==> src/rtl/prbs_pkg.sv <==
// Shared types and defaults for the prbs8 measurement controller.
package prbs_pkg;

  typedef enum logic [2:0] {
    IDLE = 3'd0,
    HOLD = 3'd1,
    CAPT = 3'd2,
    RUN  = 3'd3,
    DONE = 3'd4
  } ctrl_state_t;

  localparam int unsigned PRBS_W        = 8;
  localparam int unsigned PRBS_MAX_CNT  = 256;
  localparam logic [7:0]  PRBS_MASK_RST = 8'hE1;

endpackage

==> src/rtl/prbs8_period_ctrl.sv <==
// Sequencer/measurement controller for one prbs8 generator: holds it in reset,
// releases it, counts clocks until its state recurs, optionally sweeping masks.
module prbs8_period_ctrl
  import prbs_pkg::*;
#(
  parameter int unsigned W       = PRBS_W,
  parameter int unsigned RST_CYC = 2,
  parameter int unsigned MAX_CNT = PRBS_MAX_CNT
) (
  input  logic         clk,
  input  logic         rst,
  input  logic         start,
  input  logic         sweep,
  input  logic [W-1:0] mask_in,
  input  logic [W-1:0] prbs_state,
  output logic         prbs_rst,
  output logic [W-1:0] prbs_mask,
  output logic         busy,
  output logic         done,
  output logic [8:0]   period,
  output logic         maximal,
  output logic         timeout
);

  localparam int unsigned HW        = (RST_CYC < 2) ? 1 : $clog2(RST_CYC);
  localparam logic [HW-1:0] HOLD_LAST = HW'(RST_CYC - 1);
  localparam logic [8:0]  CNT_MAX   = 9'(MAX_CNT);
  localparam logic [8:0]  PER_MAX   = 9'((1 << W) - 1);

  ctrl_state_t   state, state_d;
  logic [HW-1:0] hold_cnt, hold_d;
  logic [8:0]    cnt, cnt_d;
  logic [W-1:0]  ref_state, ref_d;
  logic [W-1:0]  mask_d;
  logic          sweep_q, sweep_d;
  logic          busy_d, done_d, maximal_d, timeout_d;
  logic [8:0]    period_d;
  logic          hit, tmo, res_max;

  // Generator runs only while capturing its seed and during the count.
  assign prbs_rst = !(state == CAPT || state == RUN);

  assign hit     = (prbs_state == ref_state);
  assign tmo     = !hit && (cnt == CNT_MAX);
  assign res_max = hit && (cnt == PER_MAX);

  always_ff @(posedge clk or posedge rst) begin
    if (rst) begin
      state     <= IDLE;
      hold_cnt  <= '0;
      cnt       <= '0;
      ref_state <= '0;
      prbs_mask <= W'(PRBS_MASK_RST);
      sweep_q   <= 1'b0;
      busy      <= 1'b0;
      done      <= 1'b0;
      period    <= '0;
      maximal   <= 1'b0;
      timeout   <= 1'b0;
    end else begin
      state     <= state_d;
      hold_cnt  <= hold_d;
      cnt       <= cnt_d;
      ref_state <= ref_d;
      prbs_mask <= mask_d;
      sweep_q   <= sweep_d;
      busy      <= busy_d;
      done      <= done_d;
      period    <= period_d;
      maximal   <= maximal_d;
      timeout   <= timeout_d;
    end
  end

  always_comb begin
    state_d   = state;
    hold_d    = hold_cnt;
    cnt_d     = cnt;
    ref_d     = ref_state;
    mask_d    = prbs_mask;
    sweep_d   = sweep_q;
    busy_d    = busy;
    done_d    = done;
    period_d  = period;
    maximal_d = maximal;
    timeout_d = timeout;

    unique case (state)
      IDLE, DONE: begin
        if (start) begin
          mask_d    = mask_in;
          sweep_d   = sweep;
          done_d    = 1'b0;
          period_d  = '0;
          maximal_d = 1'b0;
          timeout_d = 1'b0;
          busy_d    = 1'b1;
          hold_d    = '0;
          state_d   = HOLD;
        end
      end
      HOLD: begin
        if (hold_cnt == HOLD_LAST) state_d = CAPT;
        else                       hold_d  = hold_cnt + 1'b1;
      end
      CAPT: begin
        ref_d   = prbs_state;
        cnt_d   = 9'd1;
        state_d = RUN;
      end
      RUN: begin
        if (hit || tmo) begin
          period_d  = hit ? cnt : '0;
          timeout_d = tmo;
          // Sweep continues with the next mask unless maximal or mask is saturated.
          if (sweep_q && !res_max && (prbs_mask != '1)) begin
            mask_d    = prbs_mask + 1'b1;
            timeout_d = 1'b0;
            hold_d    = '0;
            state_d   = HOLD;
          end else begin
            done_d    = 1'b1;
            busy_d    = 1'b0;
            maximal_d = res_max;
            state_d   = DONE;
          end
        end else begin
          cnt_d = cnt + 1'b1;
        end
      end
      default: state_d = IDLE;
    endcase
  end

endmodule
==> config.mk <==
export PLATFORM = sky130hd
export DESIGN_NAME = prbs8_period_ctrl
export DESIGN_NICKNAME = d
export VERILOG_FILES = /design/src/rtl/prbs_pkg.sv /design/src/rtl/prbs8_period_ctrl.sv
export SDC_FILE = /design/constraint.sdc
export NUM_CORES = 1
export LEC_CHECK = 0
export BUFFER_PORTS_ARGS = -buffer_cell sky130_fd_sc_hd__buf_2
export CAP_MARGIN = 25
export CORE_UTILIZATION = 36
export CTS_BUF_LIST = sky130_fd_sc_hd__clkbuf_16
export DETAILED_ROUTE_END_ITERATION = 16
export GPL_ROUTABILITY_DRIVEN = 0
export PLACE_DENSITY_LB_ADDON = 0.25
export SYNTH_ARGS = -nofsm -noshare
export SYNTH_HDL_FRONTEND = slang
export SYNTH_SLANG_ARGS = --single-unit
==> constraint.sdc <==
create_clock -name clk -period 2.8 [get_ports clk]
set_input_delay 0.56 -clock clk [delete_from_list [all_inputs] [get_ports clk]]
set_output_delay 0.56 -clock clk [all_outputs]
set_load 0.005 [all_outputs]
Word-level counts from Yosys, hierarchy flattened
Index checks and enable logic that the tools add are counted.
Storage, ports and cells
  bits in writable memories: 0
  latch bits: 0
  bits in read-only memories: 0
  word-level logic and storage cells: 82
  memories: 0
  output and inout port bits: 22
  register bits after elaboration: 43
  input port bits: 20
Cells by class
  reduce and logical (&&, ||, !) cells: 21
  div/mod/pow operators: 0
  bitwise logic cells: 0
  equal/unequal tests: 14
  shifts and indexed selects: 0
  multiplexer cells: 33
  $lt $le $gt $ge: 0
  multipliers: 0
  $add $sub $neg: 3
Operators by type and width (count)
  $mux 9: 4
  $pmux 9 s2: 2
  $mux 8: 3
  $pmux 8 s2: 1
  $mux 1: 13
  $mux 3: 4
  $pmux 3 s4: 1
  $reduce_and 4->1: 3
  $add 9x1->9 const B: 1
  $eq 9x8->1 const B: 1
  $eq 9x9->1 const B: 1
  $add 8x1->8 const B: 1
  $eq 8x8->1: 1
  $ne 2x2->1 const B: 4
  $ne 8x8->1 const B: 1
  $pmux 1 s2: 4
  $eq 3x2->1 const B: 2
  $reduce_and 3->1: 2
  $logic_and 1x1->1: 4
  $ne 2x1->1 const B: 2
  $reduce_and 2->1: 2
  $reduce_bool 2->1: 2
  $eq 3x1->1 const B: 1
  $eq 3x3->1 const B: 1
  7 further kinds: 10

Depth between registers and ports, before layout
Gate-level depths: netlist of the first run.
  depth after elaboration: 8
  depth in mapped cells: 8
  mapped depth without buffers: 7

Worst setup path after synthesis of the first run
OpenSTA, ideal clock, no wires.
  path type: flip-flop to flip-flop
  start point: register cnt[0]
  end point: register prbs_mask[2]
  slack: 0.628 ns
  stages on the path, launching flop included: 9
  arrival time: 2.051 ns
  period minus slack after synthesis: 2.172 ns
  path through: dfrtp_1 ha_1 nand3_1 nor2_1 ha_1 or4_4 and3_4 buf_6 o22a_1
On the way
  longest elaborated chain between the ends: 7
Ends and longest elaborated chain
  start, declared: RTL line prbs8_period_ctrl.sv:32  | logic [8:0] cnt, cnt_d;
  start signal, assigned: RTL line prbs8_period_ctrl.sv:63  | cnt <= cnt_d;
  $eq 9x8->1: RTL line prbs8_period_ctrl.sv:45  | assign res_max = hit && (cnt == PER_MAX);
  $logic_and 1x1->1: RTL line prbs8_period_ctrl.sv:45
  $logic_not 1->1: RTL line prbs8_period_ctrl.sv:116  | if (sweep_q && !res_max && (prbs_mask != '1)) begin
  $logic_and 1x1->1 (2 in series): RTL line prbs8_period_ctrl.sv:116
  $ne 2x1->1 (no source line)
  $reduce_and 4->1 (no source line) (*)
  end signal, assigned: RTL line prbs8_period_ctrl.sv:53  | prbs_mask <= W'(PRBS_MASK_RST);
  end signal, assigned: RTL line prbs8_period_ctrl.sv:65  | prbs_mask <= mask_d;
  end, declared: RTL line prbs8_period_ctrl.sv:17  | output logic [W-1:0] prbs_mask,
Mark *: on every way between the ends. The rest lies on a longest branch, timed or not.
A chain may end at the register's enable or synchronous reset.

Final worst setup path of the first run
Ends and elaborated chain as after synthesis.

==> impl_metrics.ini, run 1 <==
[timing]
fin_skew_ns = 0.00485
setup_repair_after_global_routing_missed_its_margin = no
finalHoldViolCount = 0
timing_max_transition_violations_final = 0
tns_ns = 0
worst_pin_slew_ns = 1.03
final_period_demand_of_the_worst_path_ns = 2.28
fmaxAchievable_mhz = 439
postLayoutSetupSlackWorst_ns = 0.520
timing.slew.headroom_pct = 31.6
setup_violations = 0
final_clock_period_utilization_by_the_worst_path_pct = 81.4

[power]
ratio_of_total_power_to_cell_area_nw_per_um2 = 980
vdd_ir_drop_max_uv = 503
total_leakage_power_nw = 1.33

[route]
routed-via-count = 2031
via_per_inst = 5.61
drtPass1Iterations = 4
wl_per_cell_um = 15.0
drt_iter0_drc = 170
antenna_left = 0
route.final.wire_length_um = 5440
count_of_unresolved_drc_violations_after_routing = 0

[clocking]
cts_tree = done
numCtsBuffers = 5
worst_skew_pair.late_latency_ns = 0.28
clock_tree.buffer_depth = 2
post_cts_setup_inserts = 0
ctsRootBufferMaster = clkbuf_16
cts_resized = 0
htreeDepth = 2
clkSinkCount = 43
holdBufCountCts = 0
clk_pin_slew_ns = 0.06

[synth]
synth-seq-area-share_pct = 47.1
syn-instance-count = 239
syn_nets = 263
ys_async_sr_fraction_pct = 100
yosysWarningCount = 0
postSynth.topFlopCell = dfrtp_1
synth-seq-cells = 43
yosys.cell_types.count = 47
synth-edff-count = 0
syn_area_per_cell_um2 = 9.60
syn_area_um2 = 2290

[floorplanning]
effective_utilization_at_floorplan_pct = 38.1
die_area_um2 = 6690
placeableCoreArea_um2 = 6030
overall_die_height_um = 81.8
die_x_um = 81.8
io_pins = 42
floorplan.rows = 28

[setup_path]
worst_ep_arrival_time_ns = 2.44
timing.critical_path.mode_cell = ha_1
start_kind = flop
timing.critical_path.required_ns = 2.96
timing.critical_path.fanout_max = 8
timing.critical_path.slowest_cell_delay_ns = 0.60
crit_type = reg -> reg
crit_path_cell_trace = ha_1 > nand3_1 > nor2_1 > ha_1 > or4_4 > and3_4 > o22a_1
worst_setup_end_kind = flop
crit_path_top_delay_cell = or4_4

[finish]
layout.cells.most_common = nand2_1
most-common-layout-cells = nand2_1 (47), buf_2 (41), dfrtp_1 (39)
insertedDiodeCount = 0
signed_area_change_from_the_synthesized_netlist_to_the_final_layout_pct = 19.5
post_route_utilization_pct = 45.5
drive_gt1_share_pct = 22.3
fin_nets = 310

[job]
cap_violations = 0

[placement]
dp_worst_setup_slack_ns = 0.446
portBuffers = 41
place.detailed.hpwl_um = 3890

[global_routing]
grt_max_degree = 44
grt_antenna_before_repair = 0
overflow = 0
grt.total_usage_pct = 18.0
grt_pass1_wl_um = 9090
via_count_of_the_first_global_routing_pass = 1908

[status]
status = completed

[hold_path]
min-delay-path-class = in -> async
## final timing paths
| kind | from | endpoint | slack [ns] | depth (start not counted) |
|---|---|---|---|---|
| min in group clk | done$_DFFE_PP0P_ | done$_DFFE_PP0P_ | 0.49 | 1 |
| worst min-delay path | rst | ref_state[7]$_DFFE_PP0P_ | 0.40 | 3 |
| worst max-delay path | cnt[0]$_DFFE_PP0P_ | prbs_mask[2]$_DFFE_PP0P_ | 0.52 | 7 |
| worst max register to register | cnt[0]$_DFFE_PP0P_ | prbs_mask[2]$_DFFE_PP0P_ | 0.52 | 7 |
| max in group asynchronous | rst | prbs_mask[0]$_DFFE_PP1P_ | 2.01 | 3 |
| worst min register to register | done$_DFFE_PP0P_ | done$_DFFE_PP0P_ | 0.49 | 1 |
## sequential cells by signal, indices dropped and copies added (netlist names)
name	count
busy	1
cnt	9
done	1
hold_cnt	1
maximal	1
period	9
prbs_mask	8
ref_state	8
state	3
sweep_q	1
timeout	1
## synth_stat cells (all sizes together) (6+ instances only)
master  number  area share [%]
nand2       47             7.7
nand3       14             3.1
a21oi        7             1.5
clkbuf       7             1.1
o21ai        8             1.7
nor2        10             1.6
o221ai       6             2.3
dfrtp       39              43
xnor2        8             3.1
a22o        10             3.8
inv          8             1.3
## report_power, final
part           total (mW)  internal, mW  switching [mW]  leakage (nW)
sequential           1.03         0.819           0.207         0.539
combinational        1.12         0.460           0.656         0.719
clock               0.545         0.322           0.222        0.0724
## area by class of cell
class | count | area, µm²
Multi-Input combinational cell | 179 | 1130
Timing Repair Buffer | 49 | 265
Tap cell | 75 | 93.8
Inverter | 8 | 30.0
Sequential cell | 43 | 1080
Clock inverter | 3 | 12.5
Clock buffer | 5 | 125
Fill cell | 619 | 3280
## cell families after synthesis
family / Yosys count / share of synthesized area, %
XOR/XNOR: 8 / 3.06
multiplexers: 4 / 1.75
AO/OA/AOI/OAI: 63 / 20.9
flip-flops: 43 / 47.1
adder cells (fa/ha/maj): 4 / 2.18
buffers and inverters: 17 / 3.44
AND/OR/NAND/NOR: 100 / 21.5
## routing by layer
layer | track usage, % | vias to the layer above | part of all wire [%]
li1 | - | 976 | -
met1 | 24.2 | 1005 | 46
met2 | 28.8 | 44 | 49
met3 | 3.44 | 6 | 4.0
met4 | 6.14 | 0 | 0.90
met5 | 0 | - | 0
## metrics by stage
stage / hold slack (ns) / power, mW / instance area [µm²] / instances
detailed placement: 0.465 / 2.15 / 2600 / 354
global placement: 0.470 / 2.13 / 2600 / 354
global route: 0.474 / 2.91 / 2740 / 362
CTS: 0.432 / 2.71 / 2740 / 362
floorplan: 0.467 / 1.81 / 2290 / 239
finish: 0.405 / 2.69 / 2740 / 362
## critical path, delay by kind of cell, from the launching register on
| family | cells | cell delay, ns |
|---|---|---|
| adders and majority gates | 2 | 0.47 |
| and+or+nand+nor | 4 | 1.05 |
| DFF | 1 | 0.42 |
| AOI/OAI and AO/OA | 1 | 0.22 |
Power figures use the tool's default switching activity.
==> run 2: changes to the inputs <==
Clock period 2.8 ns to 1.9 ns, I/O delays scaled along.
==> impl_metrics.ini, run 2 (synthesized netlist as in run 1, its figures left out) <==
[global_routing]
grt.met2_usage_pct = 31.7
via_count_of_the_first_global_routing_pass = 2131
grt_max_degree = 44
grt_antenna_before_repair = 0
grt_pass1_wl_um = 9960
grt.total_usage_pct = 19.8
globalRouteMet3Util_pct = 4.44
grtUsageMet1_pct = 26.3
grt_busiest_layer = met2
overflow = 0

[finish]
design_area_um2 = 3120
layout.cells.most_common = nand2_1
insertedDiodeCount = 0
area.sequential_um2 = 1080
final.fill_count = 576
fin_cells = 399
drive_gt1_share_pct = 34.6
post_route_utilization_pct = 51.7
most-common-layout-cells = nand2_1 (46), buf_4 (43), buf_2 (41)
multiInputGateArea_um2 = 1220
largest_registers = cnt (9), period (9)
fin_nets = 347
signed_area_change_from_the_synthesized_netlist_to_the_final_layout_pct = 35.8

[route]
antenna_left = 0
drt_iter0_drc = 102
via_per_inst = 5.40
routed-via-count = 2154
drtPass1Iterations = 4
route.final.wire_length_um = 5850
count_of_unresolved_drc_violations_after_routing = 0
wl_per_cell_um = 14.6

[floorplanning]
effective_utilization_at_floorplan_pct = 38.1
die_x_um = 81.8
die_area_um2 = 6690
floorplan.rows = 28
io_pins = 42
placeableCoreArea_um2 = 6030
overall_die_height_um = 81.8

[clocking]
ctsRootBufferMaster = clkbuf_16
clk_pin_slew_ns = 0.06
numCtsBuffers = 5
clkSinkCount = 43
clock_tree.buffer_depth = 2
holdBufCountCts = 0
worst_skew_pair.late_latency_ns = 0.28
htreeDepth = 2
cts_tree = done

[setup_path]
timing.critical_path.required_ns = 2.07
start_kind = flop
worst_ep_arrival_time_ns = 2.15
timing.critical_path.fanout_max = 8
timing.reg2reg.setup_slack_ns = -0.08
crit_type = reg -> reg
worst_setup_end_kind = flop
reg2reg_from = cnt[1]$_DFFE_PP0P_
critical_path.reg2reg.endpoint = prbs_mask[2]$_DFFE_PP0P_
start_point_of_the_critical_path = cnt[1]$_DFFE_PP0P_
depth_of_the_worst_register_to_register_path = 8

[timing]
final_clock_period_utilization_by_the_worst_path_pct = 104
timing_max_transition_violations_final = 0
postLayoutSetupSlackWorst_ns = -0.0834
finalHoldViolCount = 0
holdWs_ns = 0.225
fmaxAchievable_mhz = 504
setup_violations = 5
setup_repair_after_global_routing_missed_its_margin = yes
worst_pin_slew_ns = 0.549
final_period_demand_of_the_worst_path_ns = 1.98
timing.slew.headroom_pct = 63.4
fin_skew_ns = 0.00244

[job]
cap_violations = 0

[power]
total_leakage_power_nw = 1.52
vdd_ir_drop_max_uv = 707
ratio_of_total_power_to_cell_area_nw_per_um2 = 1430
power.total_mw = 4.45

[placement]
portBuffers = 41
numPlacedInstances = 387
place.detailed.hpwl_um = 4270
post_dp_cell_area_um2 = 2860

[status]
status = finished with violations
violations = setup timing

[hold_path]
min-delay-path-class = in -> async
[run 2: cell types whose count changed in the layout (fill, tap and decap cells not counted), sizes merged]
cell	previous run	this run
buf	49	86
[run 2: final cells by class]
cell class                      count  share of cell area, %
Multi-Input combinational cell    179                   39.3
Sequential cell                    43                   34.7
Timing Repair Buffer               86                   17.7
Clock buffer                        5                   4.02
Tap cell                           75                   3.01
Inverter                            8                  0.964
Clock inverter                      3                  0.361
[run 2: repair_timing]
| item | in CTS | in global routing |
|---|---|---|
| gates resized for setup | 9 | 7 |
| endpoints found under the setup margin | 27 | 30 |
| pin swaps | 3 | 4 |
| buffers inserted | 3 | 2 |
[run 2: critical path, stage by stage, from the launching register on]
cell and delay, ns:
dfrtp_1 0.39, buf_6 0.13, ha_4 0.16, nand3_4 0.09
nor2_4 0.05, ha_4 0.15, or4_4 0.47, and3_4 0.22
o22a_1 0.20
[run 2: per-stage QoR]
stage / worst slack (ns) / setup TNS, ns
2_1_floorplan: -0.0696 / -0.0696
3_3_place_gp: -0.0992 / -0.670
3_5_place_dp: -0.109 / -1.09
4_1_cts: -0.0693 / -0.106
5_1_grt: -0.158 / -1.05
6_report: -0.0834 / -0.122
[run 2: report_power, final]
group          switching [mW]  internal (mW)  total [mW]
Clock                   0.338          0.473       0.811
Combinational            1.17           1.05        2.22
Sequential              0.214           1.21        1.42
[run 2: layer usage]
| layer | routed length, µm | up-vias |
|---|---|---|
| met1 | 2780 | 1051 |
| met4 | 50 | 0 |
| met2 | 2800 | 42 |
| li1 | - | 1057 |
| met3 | 210 | 4 |
| met5 | 0 | - |
[run 2: worst max-delay path by stage]
stage / end / slack, ns / cells after the start
after floorplan: prbs_mask[2]$_DFFE_PP0P_ / -0.07 / 7
after global placement: prbs_mask[2]$_DFFE_PP0P_ / -0.1 / 8
after detailed placement: prbs_mask[3]$_DFFE_PP0P_ / -0.11 / 8
after CTS: prbs_mask[2]$_DFFE_PP0P_ / -0.07 / 8
after global routing: prbs_mask[2]$_DFFE_PP0P_ / -0.16 / 5
final: prbs_mask[2]$_DFFE_PP0P_ / -0.08 / 8
==> run 3: changes to the inputs <==
Settings changed: PLACE_DENSITY from default to 0.62, PLACE_DENSITY_LB_ADDON 0.25 to default.
==> impl_metrics.ini, run 3 (synthesized netlist as in run 1, its figures left out) <==
[timing]
timing_max_transition_violations_final = 0
setup_repair_after_global_routing_missed_its_margin = yes
fin_skew_ns = 0.00814
final_period_demand_of_the_worst_path_ns = 1.93
setup_violations = 1
timing.slew.headroom_pct = 63.4
postLayoutSetupSlackWorst_ns = -0.0273
tns_ns = -0.0273
finalHoldViolCount = 0
final_clock_period_utilization_by_the_worst_path_pct = 101
fmaxAchievable_mhz = 519
worst_pin_slew_ns = 0.549

[route]
antenna_left = 0
drtPass1Iterations = 4
drt-met1-wl_um = 2870
routed-wl-met2_um = 2770
wl_per_cell_um = 15.0
count_of_unresolved_drc_violations_after_routing = 0
met3_length_um = 174
drt_iter0_drc = 148
topRoutingLayerUsed = met4
route.final.wire_length_um = 5900
routed-via-count = 2109
via_per_inst = 5.35

[clocking]
holdBufCountCts = 0
clkSinkCount = 43
clock_tree.buffer_depth = 2
worst_skew_pair.late_latency_ns = 0.28
clk_pin_slew_ns = 0.06
numCtsBuffers = 5
ctsRootBufferMaster = clkbuf_16
cts_tree = done
htreeDepth = 2

[floorplanning]
overall_die_height_um = 81.8
effective_utilization_at_floorplan_pct = 38.1
die_x_um = 81.8
floorplan.rows = 28
placeableCoreArea_um2 = 6030
die_area_um2 = 6690
io_pins = 42

[finish]
multiInputGateArea_um2 = 1230
design_area_um2 = 3080
most-common-layout-cells = nand2_1 (46), buf_2 (41), buf_4 (40)
insertedDiodeCount = 0
final.fill_count = 598
signed_area_change_from_the_synthesized_netlist_to_the_final_layout_pct = 34.1
largest_registers = cnt (9), period (9)
fin_cells = 394
layout.cells.most_common = nand2_1
fin_nets = 342
area.sequential_um2 = 1080
post_route_utilization_pct = 51.0
drive_gt1_share_pct = 35.1

[global_routing]
grt_antenna_before_repair = 0
grt_max_degree = 44
overflow = 0
via_count_of_the_first_global_routing_pass = 2071
grt.total_usage_pct = 19.8
grt_pass1_wl_um = 9930

[power]
total_leakage_power_nw = 1.51
ratio_of_total_power_to_cell_area_nw_per_um2 = 1450
vdd_ir_drop_max_uv = 651
power.total_mw = 4.47

[setup_path]
crit_path_cell_trace = ha_2 > nand3_2 > nor2_1 > ha_2 > or4_4 > and3_4 > o22a_1
timing.critical_path.fanout_max = 8
worst_ep_arrival_time_ns = 2.10
crit_type = reg -> reg
worst_setup_end_kind = flop
timing.critical_path.required_ns = 2.07
timing.critical_path.mode_cell = ha_2
crit_path_top_delay_cell = or4_4
timing.critical_path.slowest_cell_delay_ns = 0.47
start_kind = flop

[placement]
portBuffers = 41
place.detailed.hpwl_um = 4220
post_dp_cell_area_um2 = 2830
numPlacedInstances = 383

[job]
cap_violations = 0

[status]
violations = setup timing
status = finished with violations

[hold_path]
min-delay-path-class = in -> async
run 3: cell type report:
class,count,area share (%)
multi-input cells,179,39.9
clock buffers,5,4.07
repair buffers,81,16.4
inverters,8,0.976
well taps,75,3.05
flip-flops and latches,43,35.2
clock inverters,3,0.407
run 3: worst max-delay path, delay by kind of cell (launching register included):
family	cells	cell delay, ns
and+or+nand+nor	4	0.82
DFF	1	0.42
AOI/OAI and AO/OA	1	0.20
adders and majority gates	2	0.39
run 3: timing repair:
item                                    4_1_cts  5_1_grt
setup buffers                                 1        2
gates resized for setup                       3       13
endpoints found under the setup margin       24       27
pin swaps                                     4        5
run 3: routing by layer:
metal  up-vias  GRT usage [%]
li1       1043              -
met1      1019           26.9
met2        40           30.8
met3         7           4.44
met4         0           6.84
met5         -              0
run 3: final timing paths:
check / startpoint / to / slack, ns / depth (start not counted)
worst max-delay path: cnt[0]$_DFFE_PP0P_ / prbs_mask[2]$_DFFE_PP0P_ / -0.03 / 7
worst min-delay path: rst / cnt[5]$_DFFE_PP0P_ / 0.22 / 3
worst max register to register: cnt[0]$_DFFE_PP0P_ / prbs_mask[2]$_DFFE_PP0P_ / -0.03 / 7
worst min register to register: period[2]$_DFFE_PP0P_ / period[2]$_DFFE_PP0P_ / 0.49 / 1
max in group asynchronous: rst / ref_state[7]$_DFFE_PP0P_ / 1.28 / 3
min in group clk: sweep / sweep_q$_DFFE_PP0P_ / 0.30 / 3
run 3: through the flow:
stage,hold slack (ns),setup WS [ns]
CTS,0.260,-0.00132
floorplan,0.467,-0.0696
detailed placement,0.483,-0.170
finish,0.219,-0.0273
global placement,0.472,-0.127
global route,0.293,-0.108
run 3: where the power goes:
part	total, mW	internal (mW)	switching [mW]
logic	2.21	1.03	1.18
registers	1.44	1.21	0.234
clock network	0.814	0.475	0.338
